<file path="src/rtl/mem_wb_stage_if.sv">
// MEM->WB stage bundle: MEM-side instruction fields, pipeline control, and the
// register-file write port plus the retire counter. master = driver, slave = stage.
interface mem_wb_stage_if #(
  parameter int DATA_W     = 32,
  parameter int REG_ADDR_W = 5,
  parameter int CNT_W      = 32
);
  logic                  valid_IN;
  logic                  memory_RD_IN;
  logic                  reg_write_IN;
  logic [REG_ADDR_W-1:0] address_for_register_RD_IN;
  logic [DATA_W-1:0]     result_IN;
  logic [DATA_W-1:0]     data_for_RD_IN;
  logic                  stall_IN;
  logic                  flush_IN;

  logic                  wb_valid_out;
  logic                  wb_we_out;
  logic [REG_ADDR_W-1:0] wb_addr_out;
  logic [DATA_W-1:0]     wb_data_out;
  logic [CNT_W-1:0]      retired_count_out;

  modport master (
    output valid_IN, memory_RD_IN, reg_write_IN, address_for_register_RD_IN,
           result_IN, data_for_RD_IN, stall_IN, flush_IN,
    input  wb_valid_out, wb_we_out, wb_addr_out, wb_data_out, retired_count_out
  );

  modport slave (
    input  valid_IN, memory_RD_IN, reg_write_IN, address_for_register_RD_IN,
           result_IN, data_for_RD_IN, stall_IN, flush_IN,
    output wb_valid_out, wb_we_out, wb_addr_out, wb_data_out, retired_count_out
  );
endinterface

</file>
<file path="src/rtl/mem_wb_stage.sv">
// MEM/WB pipeline register: 1-cycle capture, flush beats stall, stall holds contents
// and lets the held instruction write the register file only once. Saturating retire count.
module mem_wb_stage #(
  parameter int DATA_W     = 32,
  parameter int REG_ADDR_W = 5,
  parameter int CNT_W      = 32
) (
  input  logic          clock,
  input  logic          reset_n,
  mem_wb_stage_if.slave mw
);

  logic                  valid_q,  valid_d;
  logic                  intent_q, intent_d;
  logic                  done_q,   done_d;
  logic [REG_ADDR_W-1:0] addr_q,   addr_d;
  logic [DATA_W-1:0]     data_q,   data_d;
  logic [CNT_W-1:0]      cnt_q,    cnt_d;

  always_comb begin
    valid_d  = valid_q;
    intent_d = intent_q;
    done_d   = done_q;
    addr_d   = addr_q;
    data_d   = data_q;
    cnt_d    = cnt_q;
    if (mw.flush_IN) begin
      valid_d  = 1'b0;
      intent_d = 1'b0;
      done_d   = 1'b0;
    end else if (mw.stall_IN) begin
      // Once the strobe has been seen at one edge, suppress it for the rest of the stall.
      done_d = done_q | intent_q;
    end else begin
      valid_d  = mw.valid_IN;
      intent_d = mw.valid_IN & mw.reg_write_IN & (mw.address_for_register_RD_IN != '0);
      done_d   = 1'b0;
      addr_d   = mw.address_for_register_RD_IN;
      data_d   = mw.memory_RD_IN ? mw.data_for_RD_IN : mw.result_IN;
      if (mw.valid_IN && (cnt_q != '1)) begin
        cnt_d = cnt_q + CNT_W'(1);
      end
    end
  end

  always_ff @(posedge clock or negedge reset_n) begin
    if (!reset_n) begin
      valid_q  <= 1'b0;
      intent_q <= 1'b0;
      done_q   <= 1'b0;
      addr_q   <= '0;
      data_q   <= '0;
      cnt_q    <= '0;
    end else begin
      valid_q  <= valid_d;
      intent_q <= intent_d;
      done_q   <= done_d;
      addr_q   <= addr_d;
      data_q   <= data_d;
      cnt_q    <= cnt_d;
    end
  end

  assign mw.wb_valid_out      = valid_q;
  assign mw.wb_we_out         = intent_q & ~done_q;
  assign mw.wb_addr_out       = addr_q;
  assign mw.wb_data_out       = data_q;
  assign mw.retired_count_out = cnt_q;

endmodule
</file>
<file path="src/flat_wrapper.sv">
// flat-port wrapper written by rule: the top's interface ports become plain ports
module mem_wb_stage_flat 
#(
  parameter int DATA_W     = 32,
  parameter int REG_ADDR_W = 5,
  parameter int CNT_W      = 32
)
  (clock, reset_n, mw_valid_IN, mw_memory_RD_IN, mw_reg_write_IN, mw_address_for_register_RD_IN, mw_result_IN, mw_data_for_RD_IN, mw_stall_IN, mw_flush_IN, mw_wb_valid_out, mw_wb_we_out, mw_wb_addr_out, mw_wb_data_out, mw_retired_count_out);
  mem_wb_stage_if #(.DATA_W(DATA_W), .REG_ADDR_W(REG_ADDR_W), .CNT_W(CNT_W)) mw_i ();
  input  logic clock;
  input  logic reset_n;
  input wire logic [$bits(mw_i.valid_IN)-1:0] mw_valid_IN;
  input wire logic [$bits(mw_i.memory_RD_IN)-1:0] mw_memory_RD_IN;
  input wire logic [$bits(mw_i.reg_write_IN)-1:0] mw_reg_write_IN;
  input wire logic [$bits(mw_i.address_for_register_RD_IN)-1:0] mw_address_for_register_RD_IN;
  input wire logic [$bits(mw_i.result_IN)-1:0] mw_result_IN;
  input wire logic [$bits(mw_i.data_for_RD_IN)-1:0] mw_data_for_RD_IN;
  input wire logic [$bits(mw_i.stall_IN)-1:0] mw_stall_IN;
  input wire logic [$bits(mw_i.flush_IN)-1:0] mw_flush_IN;
  output wire logic [$bits(mw_i.wb_valid_out)-1:0] mw_wb_valid_out;
  output wire logic [$bits(mw_i.wb_we_out)-1:0] mw_wb_we_out;
  output wire logic [$bits(mw_i.wb_addr_out)-1:0] mw_wb_addr_out;
  output wire logic [$bits(mw_i.wb_data_out)-1:0] mw_wb_data_out;
  output wire logic [$bits(mw_i.retired_count_out)-1:0] mw_retired_count_out;
  assign mw_i.valid_IN = mw_valid_IN;
  assign mw_i.memory_RD_IN = mw_memory_RD_IN;
  assign mw_i.reg_write_IN = mw_reg_write_IN;
  assign mw_i.address_for_register_RD_IN = mw_address_for_register_RD_IN;
  assign mw_i.result_IN = mw_result_IN;
  assign mw_i.data_for_RD_IN = mw_data_for_RD_IN;
  assign mw_i.stall_IN = mw_stall_IN;
  assign mw_i.flush_IN = mw_flush_IN;
  assign mw_wb_valid_out = mw_i.wb_valid_out;
  assign mw_wb_we_out = mw_i.wb_we_out;
  assign mw_wb_addr_out = mw_i.wb_addr_out;
  assign mw_wb_data_out = mw_i.wb_data_out;
  assign mw_retired_count_out = mw_i.retired_count_out;
  mem_wb_stage #(.DATA_W(DATA_W), .REG_ADDR_W(REG_ADDR_W), .CNT_W(CNT_W)) u_core (.clock(clock), .reset_n(reset_n), .mw(mw_i));
endmodule
</file>
<file path="config.mk">
export PLATFORM = sky130hd
export DESIGN_NAME = mem_wb_stage_flat
export DESIGN_NICKNAME = d
export VERILOG_FILES = /design/src/rtl/mem_wb_stage_if.sv /design/src/rtl/mem_wb_stage.sv /design/src/flat_wrapper.sv
export SDC_FILE = /design/constraint.sdc
export NUM_CORES = 1
export LEC_CHECK = 0
export BUFFER_PORTS_ARGS = -buffer_cell sky130_fd_sc_hd__buf_2
export CORE_MARGIN = 8
export CORE_UTILIZATION = 45
export CTS_CLUSTER_DIAMETER = 30
export DETAILED_ROUTE_END_ITERATION = 10
export GPL_ROUTABILITY_DRIVEN = 0
export HOLD_SLACK_MARGIN = 0.05
export PLACE_DENSITY = 0.76
export SYNTH_ARGS = -nofsm -noshare
export SYNTH_HDL_FRONTEND = slang
export SYNTH_SLANG_ARGS = --single-unit
</file>
<file path="constraint.sdc">
create_clock -name clock -period 2.35 [get_ports clock]
set_input_delay 0.47 -clock clock [delete_from_list [all_inputs] [get_ports clock]]
set_output_delay 0.47 -clock clock [all_outputs]
set_load 0.01 [all_outputs]
</file>
==> results.toml <==
[routing]
vias = 2864
antenna_left = 0
drcViolationCount = 0
wl_per_cell_um = 15.4
routed_wl_um = 8760
viasPerCell = 5.03
dr.pass1.iters = 4
drt_iter0_markers = 116

[sta]
worst_slew_pin_slew_ps = 566
period_needed_ps = 1980
slew_violations = 0
rsz0062_at_grt = "false"
hold_violations = 0
setup_viol = 0
layout_setup_ws_ps = 370
setup_tns_ps = 0
fmax_ghz = 0.505
min_period_over_period = 0.842
skew_ps = 9.02
slew_headroom = 0.623

[die]
core_um2 = 7250
start_util = 0.464
die_height_um = 102
die_w_um = 102
die-area_um2 = 10500
core.rowCount = 31
io_pins = 147

[yosys]
synth_edf_count = 0
syn_area_per_cell_um2 = 10.7
synthArstFlopShare = 1.00
yosysSeqAreaShare = 0.536
yosys_warnings = 0
yosysUniqueCellTypes = 35
synth_nets = 392
synth_top_area_frac = 0.536
syn_area_um2 = 3360
synthCells = 315
synth.area.top_cells = "dfrtp_1, mux2i_1, nand2_1, o21ai_0, xnor2_1"
yosysTopAreaCell = "dfrtp_1"
ys_ff_latch = 72
synth_flop_cell = "dfrtp_1"
synth_common_cells = "dfrtp_1, nand2_1, mux2i_1, o21ai_0"
yosysMostFrequentCell = "dfrtp_1"

[global_routing]
gr-total-overflow = 0
gr-usage-all-layers = 0.166
antenna_found_initial = 0
grt_pass1_wl_um = 13800
grt_pass1_vias = 2848
grt_max_degree = 73

[setup_path]
crit_arrival_ps = 2200
critPathKind = "reg2reg"
path_max_fanout = 4
required_ps = 2570
crit_path_start_kind = "register"
end_kind = "register"

[layout]
fin_nets = 543
final_layout_size_suffix_gt1_frac = 0.389
antenna_cells = 0
syn_to_final_growth_pct = 33.4

[worst_hold_path]
hp-class = "in2async"

[clock_tree]
clock_latency_ps = 330
cts_tree = "built"
cts_root_buf = "clkbuf_8"
cts.sinks = 72
path_clk_slew_ps = 80
cts_hold_buf = 0
ctsHtreeMaxLevel = 3
cts_buffers = 9
cts_setup_buffers = 0
cts_resized = 0
cts_buffer_depth = 2

[job]
drv_cap = 0

[power_and_ir_drop]
p_leak_nw = 2.34
power_mw = 3.19
power_density_nw_per_um2 = 711
vdd_drop_max_mv = 0.403

[status]
status = "completed"

[place]
place_ws_ps = 159
port_buffers = 146
hpwlAfterDp_um = 6780
[metal layers]
| metal | wire, um | GRT usage |
|---|---|---|
| met3 | 615 | 0.0443 |
| met1 | 3490 | 0.193 |
| met5 | 0 | 0 |
| met2 | 4480 | 0.282 |
| met4 | 180 | 0.0711 |
[final cells by class]
class	instances	area (um2)
Sequential cell	72	1800
Tap cell	99	124
Clock buffer	10	138
Timing Repair Buffer	152	801
Clock inverter	5	105
Multi-Input combinational cell	226	1500
Fill cell	635	2770
Inverter	5	18.8
[state kept, by name, indices dropped and copies added, names as in the netlist]
signal	count
u_core.done_q	1
u_core.intent_q	1
u_core.mw.retired_count_out	32
u_core.mw.wb_addr_out	5
u_core.mw.wb_data_out	32
u_core.mw.wb_valid_out	1
[critical path, stage by stage (launching register included)]
cell,delay (ps)
dfrtp_1,420
ha_1,220
nand4_1,190
nor2_1,330
nand3_1,210
nand2_1,160
mux2_2,340
[worst paths after layout]
check	start	to	slack [ps]	depth (start not counted)
setup / recovery	u_core.mw.retired_count_out[1]$_DFFE_PN0P_	u_core.mw.retired_count_out[1]$_DFFE_PN0P_	370	6
hold / removal	reset_n	u_core.mw.retired_count_out[14]$_DFFE_PN0P_	150	2
min in group clock	mw_flush_IN	u_core.intent_q$_DFFE_PN0P_	340	2
setup reg to reg	u_core.mw.retired_count_out[1]$_DFFE_PN0P_	u_core.mw.retired_count_out[1]$_DFFE_PN0P_	370	6
hold reg to reg	u_core.mw.wb_data_out[2]$_DFFE_PN0P_	u_core.mw.wb_data_out[2]$_DFFE_PN0P_	480	2
max in group asynchronous	reset_n	u_core.mw.wb_data_out[0]$_DFFE_PN0P_	1890	2
[cells in the final DEF (no fill, tap or decap), types with 2 or more instances in the layout]
master      synthesis  final
buf_2               0    146
mux2_2              6      6
o21ai_0            32     32
nor4_1              3      3
xnor2_1            17     17
nand3_1            11     11
nor2_1             17     17
nand4_1            14     14
a21oi_1             2      2
xor2_1             13     13
nor3_1              9      9
bufinv_16           0      3
buf_4               0      4
clkinvlp_4          0      2
inv_1               5      5
nand2_1            45     45
mux2i_1            32     32
buf_12              0      2
clkbuf_8            0     10
or2_2               2      2
and3_1              5      5
dfrtp_1            72     72
[power breakdown]
| part | internal [mW] | switching [mW] |
|---|---|---|
| Clock | 0.728 | 0.454 |
| Combinational | 0.245 | 0.285 |
| Sequential | 1.37 | 0.108 |
[cells by family after synthesis]
logic type      synth area share
flops                      0.536
buf+inv                   0.0190
simple gates               0.180
fa+ha+maj                0.00372
mux                        0.115
xor+xnor                  0.0782
compound gates            0.0677
[through the flow]
step / std cells / cell area (um2) / utilization / hold slack (ps)
2_1_floorplan: 315 / 3360 / - / 174
3_3_place_gp: 554 / 4240 / 0.585 / 459
3_5_place_dp: 554 / 4240 / 0.585 / 465
4_1_cts: 569 / 4480 / 0.618 / 158
5_1_grt: 569 / 4480 / 0.618 / 181
6_report: 569 / 4480 / 0.618 / 148
(Power assumes the default switching activity.)
